<file path="src/rtl/xbar_cell_ctrl.sv">
// Cell-slot controller for an input-queued crossbar: tracks VOQ occupancy, runs one
// scheduler matching per slot and holds the resulting crossbar configuration for a cell time.
module xbar_cell_ctrl #(
    parameter int NUM_PORTS     = 4,
    parameter int CELL_CYCLES   = 8,
    parameter int CNT_WIDTH     = 4,
    parameter int SCHED_TIMEOUT = 16,
    localparam int PW           = $clog2(NUM_PORTS)
) (
    input  logic                           clk,
    input  logic                           reset,
    input  logic [NUM_PORTS-1:0]           enq_valid,
    input  logic [NUM_PORTS*PW-1:0]        enq_dest,
    output logic [NUM_PORTS*NUM_PORTS-1:0] request,
    output logic                           sched_start,
    input  logic                           match_valid,
    input  logic [NUM_PORTS*PW-1:0]        match_dest,
    input  logic [NUM_PORTS-1:0]           match_given,
    output logic [NUM_PORTS*PW-1:0]        xbar_dest,
    output logic [NUM_PORTS-1:0]           xbar_en,
    output logic [NUM_PORTS-1:0]           deq_valid,
    output logic [NUM_PORTS*PW-1:0]        deq_dest,
    output logic [NUM_PORTS-1:0]           enq_drop,
    output logic                           err
);

    localparam int NN = NUM_PORTS * NUM_PORTS;
    localparam int WW = (SCHED_TIMEOUT > 2) ? $clog2(SCHED_TIMEOUT) : 1;
    localparam int XW = (CELL_CYCLES > 2) ? $clog2(CELL_CYCLES) : 1;
    localparam logic [CNT_WIDTH-1:0] CNT_MAX  = '1;
    localparam logic [CNT_WIDTH-1:0] CNT_ONE  = CNT_WIDTH'(1);
    localparam logic [WW-1:0]        WAIT_END = WW'(SCHED_TIMEOUT - 1);
    localparam logic [XW-1:0]        XFER_END = XW'(CELL_CYCLES - 1);

    typedef enum logic [1:0] {ST_IDLE, ST_REQ, ST_WAIT, ST_XFER} state_t;

    state_t                          state_q, state_d;
    logic [NN-1:0][CNT_WIDTH-1:0]    cnt_q, cnt_d;
    logic [WW-1:0]                   wait_q, wait_d;
    logic [XW-1:0]                   xfer_q, xfer_d;
    logic [NN-1:0]                   nonempty;
    logic [NUM_PORTS-1:0]            empty_grant, grant_ok, drop_d;
    logic                            enq_hit, deq_hit;
    logic [NN-1:0]                   request_d;
    logic                            sched_start_d, err_d;
    logic [NUM_PORTS*PW-1:0]         xbar_dest_d, deq_dest_d;
    logic [NUM_PORTS-1:0]            xbar_en_d, deq_valid_d;

    // Occupancy update: an enqueue and a dequeue of the same VOQ cancel out, so a full
    // VOQ still accepts a cell in the cycle it is being drained.
    // NOTE: every combinational output gets a default first, so no path leaves it unassigned and no latch is inferred.
    always_comb begin
        cnt_d       = cnt_q;
        drop_d      = '0;
        nonempty    = '0;
        empty_grant = '0;
        enq_hit     = 1'b0;
        deq_hit     = 1'b0;
        for (int i = 0; i < NUM_PORTS; i++) begin
            for (int j = 0; j < NUM_PORTS; j++) begin
                enq_hit = enq_valid[i] && (enq_dest[i*PW +: PW] == PW'(j));
                deq_hit = deq_valid[i] && (deq_dest[i*PW +: PW] == PW'(j));
                nonempty[i*NUM_PORTS+j] = (cnt_q[i*NUM_PORTS+j] != '0);
                if ((match_dest[i*PW +: PW] == PW'(j)) && (cnt_q[i*NUM_PORTS+j] == '0))
                    empty_grant[i] = 1'b1;
                if (enq_hit && !deq_hit) begin
                    if (cnt_q[i*NUM_PORTS+j] != CNT_MAX)
                        cnt_d[i*NUM_PORTS+j] = cnt_q[i*NUM_PORTS+j] + CNT_ONE;
                    else
                        drop_d[i] = 1'b1;
                end else if (deq_hit && !enq_hit && (cnt_q[i*NUM_PORTS+j] != '0)) begin
                    cnt_d[i*NUM_PORTS+j] = cnt_q[i*NUM_PORTS+j] - CNT_ONE;
                end
            end
        end
    end

    assign grant_ok = match_given & ~empty_grant;

    always_comb begin
        state_d       = state_q;
        wait_d        = wait_q;
        xfer_d        = xfer_q;
        request_d     = request;
        sched_start_d = 1'b0;
        xbar_dest_d   = xbar_dest;
        xbar_en_d     = xbar_en;
        deq_valid_d   = '0;
        deq_dest_d    = '0;
        err_d         = err;
        unique case (state_q)
            ST_IDLE: begin
                if (|nonempty) begin
                    state_d       = ST_REQ;
                    request_d     = nonempty;
                    sched_start_d = 1'b1;
                end
            end
            ST_REQ: begin
                state_d = ST_WAIT;
                wait_d  = '0;
            end
            ST_WAIT: begin
                if (match_valid) begin
                    state_d     = ST_XFER;
                    xfer_d      = '0;
                    request_d   = '0;
                    xbar_dest_d = match_dest;
                    xbar_en_d   = grant_ok;
                    deq_valid_d = grant_ok;
                    for (int i = 0; i < NUM_PORTS; i++)
                        if (grant_ok[i]) deq_dest_d[i*PW +: PW] = match_dest[i*PW +: PW];
                    if (|(match_given & empty_grant)) err_d = 1'b1;
                end else if (wait_q == WAIT_END) begin
                    state_d   = ST_IDLE;
                    request_d = '0;
                    err_d     = 1'b1;
                end else begin
                    wait_d = wait_q + WW'(1);
                end
            end
            ST_XFER: begin
                // Counters already reflect this slot's dequeues by the last cycle.
                if (xfer_q == XFER_END) begin
                    xbar_en_d   = '0;
                    xbar_dest_d = '0;
                    if (|nonempty) begin
                        state_d       = ST_REQ;
                        request_d     = nonempty;
                        sched_start_d = 1'b1;
                    end else begin
                        state_d = ST_IDLE;
                    end
                end else begin
                    xfer_d = xfer_q + XW'(1);
                end
            end
            default: state_d = ST_IDLE;
        endcase
    end

    // NOTE: non-blocking assignments keep every register sampling pre-edge values.
    // NOTE: the occupancy counters are control state, not a data store, so they are reset too.
    always_ff @(posedge clk) begin
        if (!reset) begin
            state_q     <= ST_IDLE;
            cnt_q       <= '0;
            wait_q      <= '0;
            xfer_q      <= '0;
            request     <= '0;
            sched_start <= 1'b0;
            xbar_dest   <= '0;
            xbar_en     <= '0;
            deq_valid   <= '0;
            deq_dest    <= '0;
            enq_drop    <= '0;
            err         <= 1'b0;
        end else begin
            state_q     <= state_d;
            cnt_q       <= cnt_d;
            wait_q      <= wait_d;
            xfer_q      <= xfer_d;
            request     <= request_d;
            sched_start <= sched_start_d;
            xbar_dest   <= xbar_dest_d;
            xbar_en     <= xbar_en_d;
            deq_valid   <= deq_valid_d;
            deq_dest    <= deq_dest_d;
            enq_drop    <= drop_d;
            err         <= err_d;
        end
    end

endmodule

</file>
<file path="config.mk">
export PLATFORM = sky130hd
export DESIGN_NAME = xbar_cell_ctrl
export DESIGN_NICKNAME = d
export VERILOG_FILES = /design/src/rtl/xbar_cell_ctrl.sv
export SDC_FILE = /design/constraint.sdc
export NUM_CORES = 1
export LEC_CHECK = 0
export ABC_AREA = 1
export CORE_ASPECT_RATIO = 1.1
export CORE_UTILIZATION = 40
export CTS_CLUSTER_SIZE = 28
export DETAILED_ROUTE_END_ITERATION = 12
export SKIP_LAST_GASP = 1
export SLEW_MARGIN = 20
export SYNTH_ARGS = -nofsm -noshare
export SYNTH_HDL_FRONTEND = slang
export SYNTH_SLANG_ARGS = --single-unit
</file>
<file path="constraint.sdc">
create_clock -name clk -period 3.6 [get_ports clk]
set_clock_uncertainty 0.2 [all_clocks]
set_input_delay 0.72 -clock clk [delete_from_list [all_inputs] [get_ports clk]]
set_output_delay 0.72 -clock clk [all_outputs]
set_load 0.1 [all_outputs]
</file>
==> results of run 1 <==
sequential cells by signal, summed over array words and instances (netlist names), 2 cells and up:
register and cells:
enq_drop 4, deq_dest 8, wait_q 4, cnt_q 64, deq_valid 4, request 16, xbar_dest 8, xbar_en 4
xfer_q 3, state_q 2
final cells by class:
class	instances	area [µm²]
timing repair buffer	77	640.6
sequential	119	2382
multi-input combinational	729	4156
tap	234	292.8
clock inverter	8	117.6
clock buffer	24	501.7
inverter	100	380.4
fill	1761	8670
power breakdown:
part,internal (mW),switching [mW]
Combinational,0.437,1.15
Clock,1.17,0.598
Sequential,1.45,0.117
metal layers:
layer	global-route usage [%]	routed length, µm	part of all wire, %
met4	6.316	238	1.4
met3	4.061	629	3.8
met5	0	0	0
met2	31.47	7596	46
met1	25.42	8135	49
placed cells by master (no fill, tap or decap), types with 3 or more instances in the layout:
| cell type | n |
|---|---|
| nand2_1 | 179 |
| nor2_1 | 130 |
| dfxtp_1 | 119 |
| inv_1 | 96 |
| nand3_1 | 84 |
| a21oi_1 | 80 |
| o21ai_0 | 51 |
| buf_4 | 50 |
| ha_1 | 41 |
| clkdlybuf4s50_1 | 26 |
| nor2_2 | 24 |
| nand4_1 | 20 |
| clkbuf_16 | 17 |
| fa_1 | 16 |
| or2_2 | 15 |
| xnor2_1 | 15 |
| a211oi_1 | 12 |
| nand3_2 | 12 |
| nor3_1 | 9 |
| nand2_2 | 7 |
| o211ai_1 | 5 |
| nor2_4 | 5 |
| o22ai_1 | 5 |
| clkbuf_8 | 5 |
| a21boi_0 | 4 |
| xor2_1 | 4 |
| clkinv_2 | 4 |
| bufinv_16 | 3 |
cells by family (layout without fill, tap and decap cells):
group | Yosys count | count (layout) | share of synthesized area (%)
AO/OA/AOI/OAI | 163 | 163 | 12.66
XOR/XNOR | 19 | 19 | 2.361
adder cells (fa/ha/maj) | 57 | 57 | 11.82
buffers and inverters | 117 | 209 | 7.242
flip-flops | 119 | 119 | 33.79
AND/OR/NAND/NOR | 490 | 490 | 32.13
how the worst max path moves through the flow:
stage	from	to	slack (ns)	cells past startpoint
floorplan	deq_dest[5]	cnt_q[39]	0.90	12
global placement	enq_valid[2]	cnt_q[47]	0.58	12
detailed placement	enq_valid[2]	cnt_q[47]	0.55	12
CTS	enq_drop[2]	enq_drop[2]	0.81	1
global route	enq_valid[0]	cnt_q[7]	0.77	12
finish	enq_drop[2]	enq_drop[2]	0.84	1
metrics by stage:
step	setup slack (ns)	total power, mW	instances	utilization (%)
2_1_floorplan	0.9028	2.863	965	-
3_3_place_gp	0.5779	3.175	1259	45.81
3_5_place_dp	0.5464	3.184	1259	45.81
4_1_cts	0.8106	4.978	1291	49.42
5_1_grt	0.7725	5.188	1291	49.42
6_report	0.8363	4.923	1291	49.42
==> impl_summary.txt, run 1 <==
----------------------------------------------------
[GRT]
  Remaining Overflow, GRT ... 0
  Number of antenna violations at the first check in global routing ... 0
  First-pass GRT wire length ... between 20000 and 30000 µm
  Largest net degree at the start of global routing ... 40
  Number of global-route vias before repair ... roughly 5700
  Gr usage total ... between 10% and 20%

[Clock network]
  Number of buffers on the longest clock path ... 2
  Postcts setup bufs ... 0
  CTS tree ... yes
  Clock Latency Late Sink ... about 0.42 ns
  Count of H-tree levels built during CTS ... 4
  CTS buffer count ... 17
  Number of gates given a new drive strength after cts ... 0
  Number of hold buffers added after CTS ... 0
  Number of clock sinks seen by CTS ... 119
  Clock Root Buffer ... clkbuf_16
  Clk slew on worst S/H paths ... ~0.050 ns

[Logic synthesis]
  Most instantiated library cell after synthesis ... nand2_1
  Largest cells by area after synthesis ... dfxtp_1 34%, nand2_1 9.5%, ha_1 7.3%, nor2_1 6.9%, nand3_1 6.0%
  Total nets after synthesis ... 1049
  Number of enable flip-flop cells after synthesis ... 0
  Sequential area share after synthesis ... between 30% and 40%
  List of most frequent post-synthesis cells ... 179 x nand2_1, 130 x nor2_1, 119 x dfxtp_1, 96 x inv_1, 84 x nand3_1
  Number of different library cells in the post-synthesis netlist ... 39
  Yosys top cell area share ... around a third
  Gate count after technology mapping ... just under 1000
  Top cell type by total area after synthesis ... dfxtp_1
  Number of warnings printed during yosys synthesis ... 0
  Cell area after synthesis ... just over 0.007 mm²
  Post-synthesis sequential element count ... 119
  Synth async-reset ratio ... 0%
  Synthesized area per cell ... 7.305 µm²
  Primary flip-flop cell chosen by synthesis mapping ... dfxtp_1

[Setup path]
  Worst r2r src ... state_q[0]
  Count of cells along the worst register-to-register path ... 11
  Arrival @ worst endpoint ... about 1.8 ns
  Largest fanout on the critical path ... 1
  Crit path max-delay family ... buffers and inverters
  Slowest cell on the critical path ... clkdlybuf4s50_1
  Type of the worst setup path ... flip-flop to output port
  Required time at the endpoint of the critical path ... 2.68 ns
  Cell Chain, Critical Path ... clkdlybuf4s50_1
  Worst reg2reg path endpoint ... request[14]
  Delay of the slowest cell on the worst path ... 1.12 ns
  Critical path startpoint category ... flip-flop
  CP endpoint kind ... output port
  Worst-case register-to-register setup slack ... roughly 1.1 ns
  Worst path bufs/invs ... 1

[Min path]
  Tightest Hold Check Type ... flip-flop to flip-flop
  Cell count of the worst hold path ... 2
  Min-delay src ... xbar_dest[4]
  Min-Delay Endpoint ... xbar_dest[4]

[Die]
  Horizontal extent of the die ... 128.6 µm
  I/O pin count ... 73
  Die H ... about 140 µm
  # rows ... 50
  DIE AREA ... 0.01816 mm²
  Initial core utilization ... 41.12%
  Core Area ... 0.01714 mm²

[STA]
  Relative max-transition margin ... between 30% and 40%
  Final critical path time including I/O delays and setup ... about 2.8 ns
  Tightest hold margin ... between 0.2 and 0.3 ns
  Maximum operating frequency ... between 0.3 and 0.4 GHz
  Setup Viol. Count Final ... 0
  Final period utilization ... between 70% and 80%
  Worst slew pin tran ... approximately 0.96 ns
  RSZ-0062 raised after global routing ... false
  Final-layout setup total negative slack ... 0 ns
  Final Max Tran Viols ... 0
  Count of final hold-check violations ... 0

[Routing]
  Total Wirelength ... ~17000 µm
  Via count ... 6267
  Routed vias/inst ... about 5
  Mean routed wirelength per cell ... approximately 13 µm
  DRC violations left ... 0
  Antenna Violating Nets Remaining ... 0
  DRC marker count from the first detailed-route iteration ... ~280
  Drt pass-1 iters ... 4

[Pwr]
  Power per unit of standard cell area ... about 580 mW/mm²
  Leakage power summed over all cells ... about 3.7 nW
  VDD IR max ... ~0.00036 V

[Final layout]
  Share of cells above drive strength 1 ... around 14%
  Area growth from synthesis to layout ... 20.18%
  Post-route standard cell area excluding fillers ... around 0.0085 mm²
  Final #Nets ... around 1100
  Total inserted antenna cells ... 0

[Run status]
  Outcome ... complete, no violations

[Placed design]
  Port buffer count ... 72
  DP Wirelength ... 12380 µm
  Cell area reported after detailed placement ... a little under 0.008 mm²
  Final weighted congestion in routability-driven placement ... 0.8125

[Job]
  Max Cap Violations ... 0

----------------------------------------------------
No activity file was read; power rests on OpenSTA's default activity.
==> run 2, diff against run 1 <==
clock period = 2.5 ns   (was 3.6 ns; I/O delays follow)
==> run 2 against run 1 <==
Net effect: final cell count up 5.3%; register-to-register slack got worse by 0.73 ns; non-clock buffer count rose by 68; largest power group unchanged; critical path type is now primary input to flip-flop; flip-flop and latch count did not move; hold slack worse by 0.032 ns; first-iteration DRC count down 19%; critical endpoint is now cnt_q[7].
==> impl_summary.txt, run 2 (synthesized netlist as in run 1, its figures left out) <==
----------------------------------------------------
[Die]
  I/O pin count ... 73
  Die H ... between 100 and 150 µm
  # rows ... 50
  Initial core utilization ... between 40 and 50%
  DIE AREA ... approximately 0.018 mm²
  Horizontal extent of the die ... around 130 µm
  Core Area ... 0.01714 mm²

[Routing]
  Routed vias/inst ... just under 5
  Via count ... ~6600
  DRC violations left ... 0
  Mean routed wirelength per cell ... between 10 and 15 µm
  Antenna Violating Nets Remaining ... 0
  Total Wirelength ... roughly 17000 µm
  DRC marker count from the first detailed-route iteration ... about 230
  Drt pass-1 iters ... 4

[STA]
  Maximum operating frequency ... 0.4380 GHz
  Relative max-transition margin ... 63.51%
  Final Max Tran Viols ... 0
  Count of final hold-check violations ... 0
  Setup Viol. Count Final ... 0
  RSZ-0062 raised after global routing ... false
  Worst slew pin tran ... ~0.54 ns
  Final critical path time including I/O delays and setup ... 2.283 ns
  Final period utilization ... between 90% and 100%

[Setup path]
  Worst-case register-to-register setup slack ... 0.39 ns
  Required time at the endpoint of the critical path ... 2.65 ns
  Critical path startpoint category ... primary input
  Worst r2r src ... state_q[0]
  Largest fanout on the critical path ... 4
  Type of the worst setup path ... primary input to flip-flop
  Worst reg2reg path endpoint ... request[14]
  CP endpoint kind ... flip-flop
  Arrival @ worst endpoint ... approximately 2.4 ns
  Count of cells along the worst register-to-register path ... 11

[Clock network]
  Clk slew on worst S/H paths ... around 0.050 ns
  Number of hold buffers added after CTS ... 0
  Count of H-tree levels built during CTS ... 4
  Number of gates given a new drive strength after cts ... 0
  Postcts setup bufs ... 0
  Clock Latency Late Sink ... about 0.43 ns
  CTS tree ... yes
  Clock Root Buffer ... clkbuf_16
  Number of buffers on the longest clock path ... 2
  Number of clock sinks seen by CTS ... approximately 120
  CTS buffer count ... 17

[Min path]
  Min-Delay Endpoint ... cnt_q[39]
  Tightest Hold Check Type ... primary input to flip-flop
  Min-delay src ... reset
  Cell count of the worst hold path ... 3

[Pwr]
  Leakage power summed over all cells ... between 4 and 5 nW
  VDD IR max ... 0.0005597 V
  Power per unit of standard cell area ... about 780 mW/mm²

[GRT]
  Largest net degree at the start of global routing ... 37
  Gr usage total ... ~20%
  Number of global-route vias before repair ... a little over 6000
  Number of antenna violations at the first check in global routing ... 0
  First-pass GRT wire length ... 28770 µm
  Remaining Overflow, GRT ... 0

[Placed design]
  Final weighted congestion in routability-driven placement ... a little over 0.8
  DP Wirelength ... 12870 µm
  Placed Cells incl. Taps ... 1327
  Cell area reported after detailed placement ... 0.008388 mm²
  Port buffer count ... 72

[Final layout]
  Layout Cells excl Fill ... approximately 1400
  Post-route standard cell area excluding fillers ... ~0.009 mm²
  Regs by FF count ... cnt_q (64), request (16)
  Register containing the most flip-flops in the final layout ... cnt_q
  Max reg flops ... 64
  Fill cell instance count of the final layout ... 1740
  Top library cells by usage in the layout, fill and taps aside ... 179 x nand2_1, 130 x nor2_1, 118 x buf_4
  Area growth from synthesis to layout ... 27.03%
  Final core occ ... 52.24%
  Commonest non-fill, non-tap cell in the layout ... nand2_1
  Final #Nets ... 1196
  Share of cells above drive strength 1 ... 20.44%
  Total inserted antenna cells ... 0

[Run status]
  Outcome ... complete, no violations

[Job]
  Max Cap Violations ... 0

----------------------------------------------------
==> run 2: cell count changes in the layout (fill, tap and decap cells not counted), sizes merged <==
cell           delta
buf              +69
clkinv            +3
clkbuf            -2
bufinv            -1
clkdlybuf4s50     -1
==> run 2: power by group <==
part	total, mW	leakage, nW	internal, mW	switching (mW)
clock	2.38	0.283	1.50	0.874
combinational	2.37	2.79	0.713	1.66
sequential	2.26	0.978	2.09	0.169
total	7.01	4.05	4.30	2.70
==> run 2: through the flow <==
step                      power [mW]  worst slack, ns  setup TNS (ns)  hold WS [ns]
after floorplan                4.123           0.1572               0        0.2475
after global placement         4.666          -0.1522          -2.742        0.2596
after detailed placement       4.685          -0.2004          -3.816        0.2594
after CTS                      7.085           0.2379               0        0.2196
after global routing           7.386         0.004305               0        0.2465
final                          7.007           0.2170               0        0.2336
==> run 2: final cells by class <==
class | instances | area (µm²) | area share (%)
clock buffer | 22 | 464.2 | 5.184
clock inverter | 10 | 102.6 | 1.146
inverter | 100 | 380.4 | 4.248
multi-input combinational | 729 | 4156 | 46.42
sequential | 119 | 2397 | 26.77
tap | 234 | 292.8 | 3.270
timing repair buffer | 145 | 1161 | 12.97
==> run 2: worst max-delay path by stage <==
stage                      endpoint          from  cells after the start
after floorplan           cnt_q[19]  deq_valid[1]                     12
after CTS                 cnt_q[31]  enq_valid[1]                     13
after global routing      cnt_q[31]  enq_valid[1]                     13
after detailed placement  cnt_q[31]  enq_valid[1]                     13
after global placement    cnt_q[39]  enq_valid[2]                     13
final                      cnt_q[7]  enq_valid[0]                     12
==> run 2: metal layers <==
layer,global-route usage (%),vias up,wire length [µm]
li1,-,3497,-
met1,25.20,2946,8251
met2,33.88,104,7948
met3,3.985,19,636
met4,7.183,0,252
met5,0,-,0
==> run 2: worst max-delay path, stage by stage <==
cell and delay [ns]:
clkdlybuf4s50_1 0.52, nand3_1 0.14, nor2_1 0.18, inv_1 0.10
ha_1 0.28, nand2_1 0.05, nand2_1 0.06, a21oi_1 0.06
or2_2 0.27, nand3_1 0.08, o21ai_0 0.08, a21oi_1 0.12
==> edit 1, RTL diff (flow settings as in run 2) <==
The output `sched_start` loses its register stage (`sched_start` becomes a continuous assignment).
--- a/src/rtl/xbar_cell_ctrl.sv
+++ b/src/rtl/xbar_cell_ctrl.sv
@@ -149,5 +149,4 @@
             xfer_q      <= '0;
             request     <= '0;
-            sched_start <= 1'b0;
             xbar_dest   <= '0;
             xbar_en     <= '0;
@@ -162,5 +161,4 @@
             xfer_q      <= xfer_d;
             request     <= request_d;
-            sched_start <= sched_start_d;
             xbar_dest   <= xbar_dest_d;
             xbar_en     <= xbar_en_d;
@@ -172,4 +170,6 @@
     end
 
+    assign sched_start = sched_start_d;
+
 endmodule
 
Function: changed (a bounded check fails within 4 cycles, from zero or initial values and one cycle with reset low).
==> edit 1 against run 2 <==
Design area is 3.8% higher. Worst hold slack better by 30 ps. Maximum frequency is 7.4% lower. Total power is 4.5% higher. Area after synthesis is 0.67% lower. Sequential cell count is 1 lower. Clock power is 5% higher. Largest power group is now combinational cells. Largest cell class unchanged. Wire length is 1.8% higher. Worst setup slack worse by 180 ps. Critical path depth is 4 lower.
==> edit 1: results (changes against run 2) <==
| Metric | Value |
|---|---|
| Cts bufs inserted | `17 (unchanged)` |
| Worst hold margin | `263 ps (+29.7 ps)` |
| Slowest CP cell | `dfxtp_4` |
| Synth warn | `0 (unchanged)` |
| Final HPWL DP | `13.0 mm (+1.2%)` |
| P_sw | `2830 µW (+4.6%)` |
| VDD IR-drop max | `0.866 mV (+55%)` |
| Remaining DRCs | `0 (unchanged)` |
| GRT Overall Usage | `0.205 (+0.00484)` |
| H-tree level count | `4 (unchanged)` |
| Vias post-DR | `6602 (+0.55%)` |
| Pre-CTS WS | `-207 ps (-6.82 ps)` |
| Status | `complete, no violations` |
| Ant. Diodes | `0 (unchanged)` |
| DR WL/cell | `12.7 µm (+1.2%)` |
| Synth cell count leaders | `nand2_1, nor2_1, dfxtp_1, inv_1, nand3_1` |
| Vias in the first global route | `6201 (+0.37%)` |
| Critical Path Max Stage Delay | `370 ps (-150 ps)` |
| Clock Path Buffers | `2 (unchanged)` |
| Crit path DAT | `1770 ps (-670 ps)` |
| Vias/cell | `4.83 (-0.11%)` |
| Main synth FF type | `dfxtp_1` |
| Clock-pin transition on the worst setup and hold timing paths | `50 ps (about the same)` |
| Layout cell share with drive strength beyond 1 | `0.272 (+0.0680)` |
| Clk_lat worst skew | `430 ps (about the same)` |
| Drt initial violations | `279 (+21%)` |
| Initial antenna violation count | `0 (unchanged)` |
| Post-Syn Instances | `956 (-0.93%)` |
| Ys async rst share | `0 (unchanged)` |
| Largest cells by area after synthesis | `dfxtp_1, nand2_1, ha_1, nor2_1, nand3_1` |
| First-pass GRT wire length | `29.2 mm (+1.5%)` |
| Clock Tree Root | `clkbuf_16` |
| Placed cells | `1332 (+0.38%)` |
| Drt first pass iters | `7 (+3)` |
| Port Buffers | `72 (unchanged)` |
| Largest regs | `cnt_q: 64 flops, request: 16 flops` |
| # nets final | `1205 (+0.75%)` |
| Largest net degree at the start of global routing | `41 (+11%)` |
| Synth cell types | `37 (-5.1%)` |
| Hold Path Class | `reg2reg` |
| CP top delay family | `simple AND/OR/NAND/NOR gates` |
| Post-synth net total | `1040 (-0.86%)` |
| Critical path peak fanout | `6 (+2)` |
| Max_slew headroom | `0.668 (+0.0332)` |
| Gpl congestion | `0.829 (+0.61%)` |
| Post-synthesis sequential area ratio | `0.337 (-0.000564)` |
| Leakage | `0.00418 µW (+3.3%)` |
edit 1: kinds of logic (layout without fill, tap and decap cells):
group	count (synthesis)	after routing	share of synthesized area
flops	118	118	0.337
xor+xnor	20	20	0.0250
compound gates	166	166	0.130
simple gates	482	482	0.319
buf+inv	113	291	0.0695
fa+ha+maj	57	57	0.119
edit 1: cell type report:
class,instances,area [µm²]
multi-input combinational,725,4280
clock inverter,13,155
clock buffer,19,453
sequential,118,2440
timing repair buffer,163,1310
inverter,96,365
fill,1663,7780
tap,234,293
edit 1: worst paths after layout:
check / slack, ps / depth (start not counted) / start / endpoint
max: 30 / 8 / cnt_q[20] / sched_start
min: 260 / 2 / xbar_dest[6] / xbar_dest[6]
max reg2reg: 410 / 12 / deq_valid[1] / cnt_q[19]
min reg2reg: 260 / 2 / xbar_dest[6] / xbar_dest[6]
edit 1: timing repair:
action / in CTS / in global routing
setup buffers: 4 / 0
resized for setup: 53 / 28
pin swaps: 4 / 3
cloned: 0 / 0
setup endpoints to repair: 1 / 2
edit 1: metal layers:
metal / track usage / part of all wire
met1: 0.260 / 0.46
met2: 0.348 / 0.48
met3: 0.0361 / 0.043
met4: 0.0768 / 0.014
met5: 0 / 0
edit 1: power groups by stage:
stage | clock network [µW] | registers (µW) | logic (µW)
2_1_floorplan | 0 | 3010 | 1150
3_3_place_gp | 0 | 2280 | 2520
3_5_place_dp | 0 | 2280 | 2540
4_1_cts | 2560 | 2250 | 2570
5_1_grt | 2640 | 2280 | 2790
6_report | 2510 | 2250 | 2560
edit 1: worst min-delay path, stage by stage, from the launching register on:
cell and delay (ps):
dfxtp_1 300, nand2_1 60, a21oi_1 50
edit 1: metrics by stage:
step / TNS [ps] / instance area (µm²)
4_1_cts: 0 / 9220
6_report: 0 / 9300
3_5_place_dp: -3840 / 8480
5_1_grt: -55.7 / 9300
2_1_floorplan: 0 / 7030
3_3_place_gp: -2900 / 8480
==> edit 2, RTL diff (settings of run 2) <==
Made on the original files. `CELL_CYCLES`: 8 -> 16.
--- a/src/rtl/xbar_cell_ctrl.sv
+++ b/src/rtl/xbar_cell_ctrl.sv
@@ -3,5 +3,5 @@
 module xbar_cell_ctrl #(
     parameter int NUM_PORTS     = 4,
-    parameter int CELL_CYCLES   = 8,
+    parameter int CELL_CYCLES   = 16,
     parameter int CNT_WIDTH     = 4,
     parameter int SCHED_TIMEOUT = 16,
Function: same outputs for any inputs over 4 cycles, from zero or initial values and one cycle with reset low; that may be too few to reach the edited logic, so the function may still have changed.
==> edit 2 against run 2 <==
Worst setup slack worse by 29 ps. Design area is 2.2% higher. Total power is 3.1% higher. Wire length is 2.3% higher. Utilization is 1.2 points higher. First-iteration DRC count is 22% higher. Sequential cell count is 1 higher. Area after synthesis is 0.11% lower.
==> edit 2: results (changes against run 2) <==
| Metric | Value |
|---|---|
| # nets final | `1206 (+0.84%)` |
| Post-synthesis sequential area ratio | `0.341 (+0.00320)` |
| Vias in the first global route | `6247 (+1.1%)` |
| Largest net degree at the start of global routing | `73 (+97%)` |
| Post-synth net total | `1041 (-0.76%)` |
| Leakage | `0.00420 µW (+3.7%)` |
| Layout cell share with drive strength beyond 1 | `0.225 (+0.0204)` |
| CP endpoint | `cnt_q[19]` |
| Die area | `0.0181 mm² (-0.11%)` |
| Crit path DAT | `2460 ps (+20 ps)` |
| Final HPWL DP | `13.3 mm (+3.6%)` |
| Fillers | `1724 (-0.92%)` |
| Drt initial violations | `281 (+22%)` |
| Period utilization | `0.925 (+0.0117)` |
| Slowest CP cell | `clkdlybuf4s50_1` |
| Vias post-DR | `6594 (+0.43%)` |
| Pre-CTS WS | `-307 ps (-107 ps)` |
| VDD IR-drop max | `0.478 mV (-15%)` |
| R2R cell count | `10 (-1)` |
| Synth cell count leaders | `nand2_1, nor2_1, dfxtp_1, inv_1, nand3_1` |
| Synth warn | `0 (unchanged)` |
| Ys async rst share | `0 (unchanged)` |
| CP startpoint | `enq_valid[1]` |
| GRT Overall Usage | `0.206 (+0.00488)` |
| Worst-Margin Slew | `734 ps (+192 ps)` |
| Placed cells | `1338 (+0.83%)` |
| Pwr dens | `789 mW/mm² (+0.88%)` |
| Drt first pass iters | `5 (+1)` |
| Reg-to-Reg End | `xbar_dest[7]` |
| Clock-pin transition on the worst setup and hold timing paths | `50 ps (about the same)` |
| Gpl congestion | `0.838 (+1.7%)` |
| Largest cells by area after synthesis | `dfxtp_1, nand2_1, ha_1, nor2_1, nand3_1` |
| Placed inst area | `0.00852 mm² (+1.6%)` |
| DRT Wirelength | `17.5 mm (+2.3%)` |
| Non-Filler Instances | `1368 (+0.66%)` |
| Status | `complete, no violations` |
| Hold Path Class | `reg2reg` |
## edit 2: cell count changes after synthesis, moves of 3 or more
cell	before	now
nand2_2	7	10
nand2_1	179	171
nor2_2	24	27
inv_1	96	92
nor3_1	9	4
## edit 2: kinds of logic after synthesis
logic type / after synthesis / synth area share
simple gates: 483 / 0.319
compound gates: 166 / 0.130
flops: 120 / 0.341
buf+inv: 112 / 0.0668
fa+ha+maj: 56 / 0.117
xor+xnor: 21 / 0.0261
## edit 2: per-layer routing
metal  track usage  vias to the layer above  wire (µm)
met5             0                        -          0
met4        0.0743                        0        434
met3        0.0474                       22        679
met2         0.342                      104       8150
met1         0.258                     2942       8220
li1              -                     3526          -
## edit 2: worst reg2reg max path, cell delays in order (launching register included)
cell     delay (ps)
dfxtp_1         410
inv_1           120
ha_1            250
inv_1           100
buf_4           190
a21oi_1         100
inv_1            60
nand2_1         110
inv_1           250
nand3_1         130
a21oi_1         130
## edit 2: final cells by class
type,count,share of cell area
clock buffer,22,0.0540
clock inverter,8,0.0130
inverter,95,0.0392
multi-input combinational,726,0.457
sequential,120,0.264
tap,234,0.0320
timing repair buffer,163,0.140
## edit 2: how the worst min path moves through the flow
stage	slack, ps	startpoint	cells after the start	endpoint
global route	290	xbar_en[3]	2	xbar_en[3]
global placement	260	xbar_en[3]	2	xbar_en[3]
CTS	270	xbar_en[3]	2	xbar_en[3]
detailed placement	260	xbar_en[3]	2	xbar_en[3]
finish	270	request[0]	2	request[0]
floorplan	240	wait_q[0]	1	wait_q[0]
## edit 2: power by group
part / switching, µW / internal (µW) / leakage (µW)
Clock: 870 / 1680 / 0.000308
Sequential: 174 / 2100 / 0.000986
Combinational: 1660 / 732 / 0.00291
Total: 2710 / 4520 / 0.00420
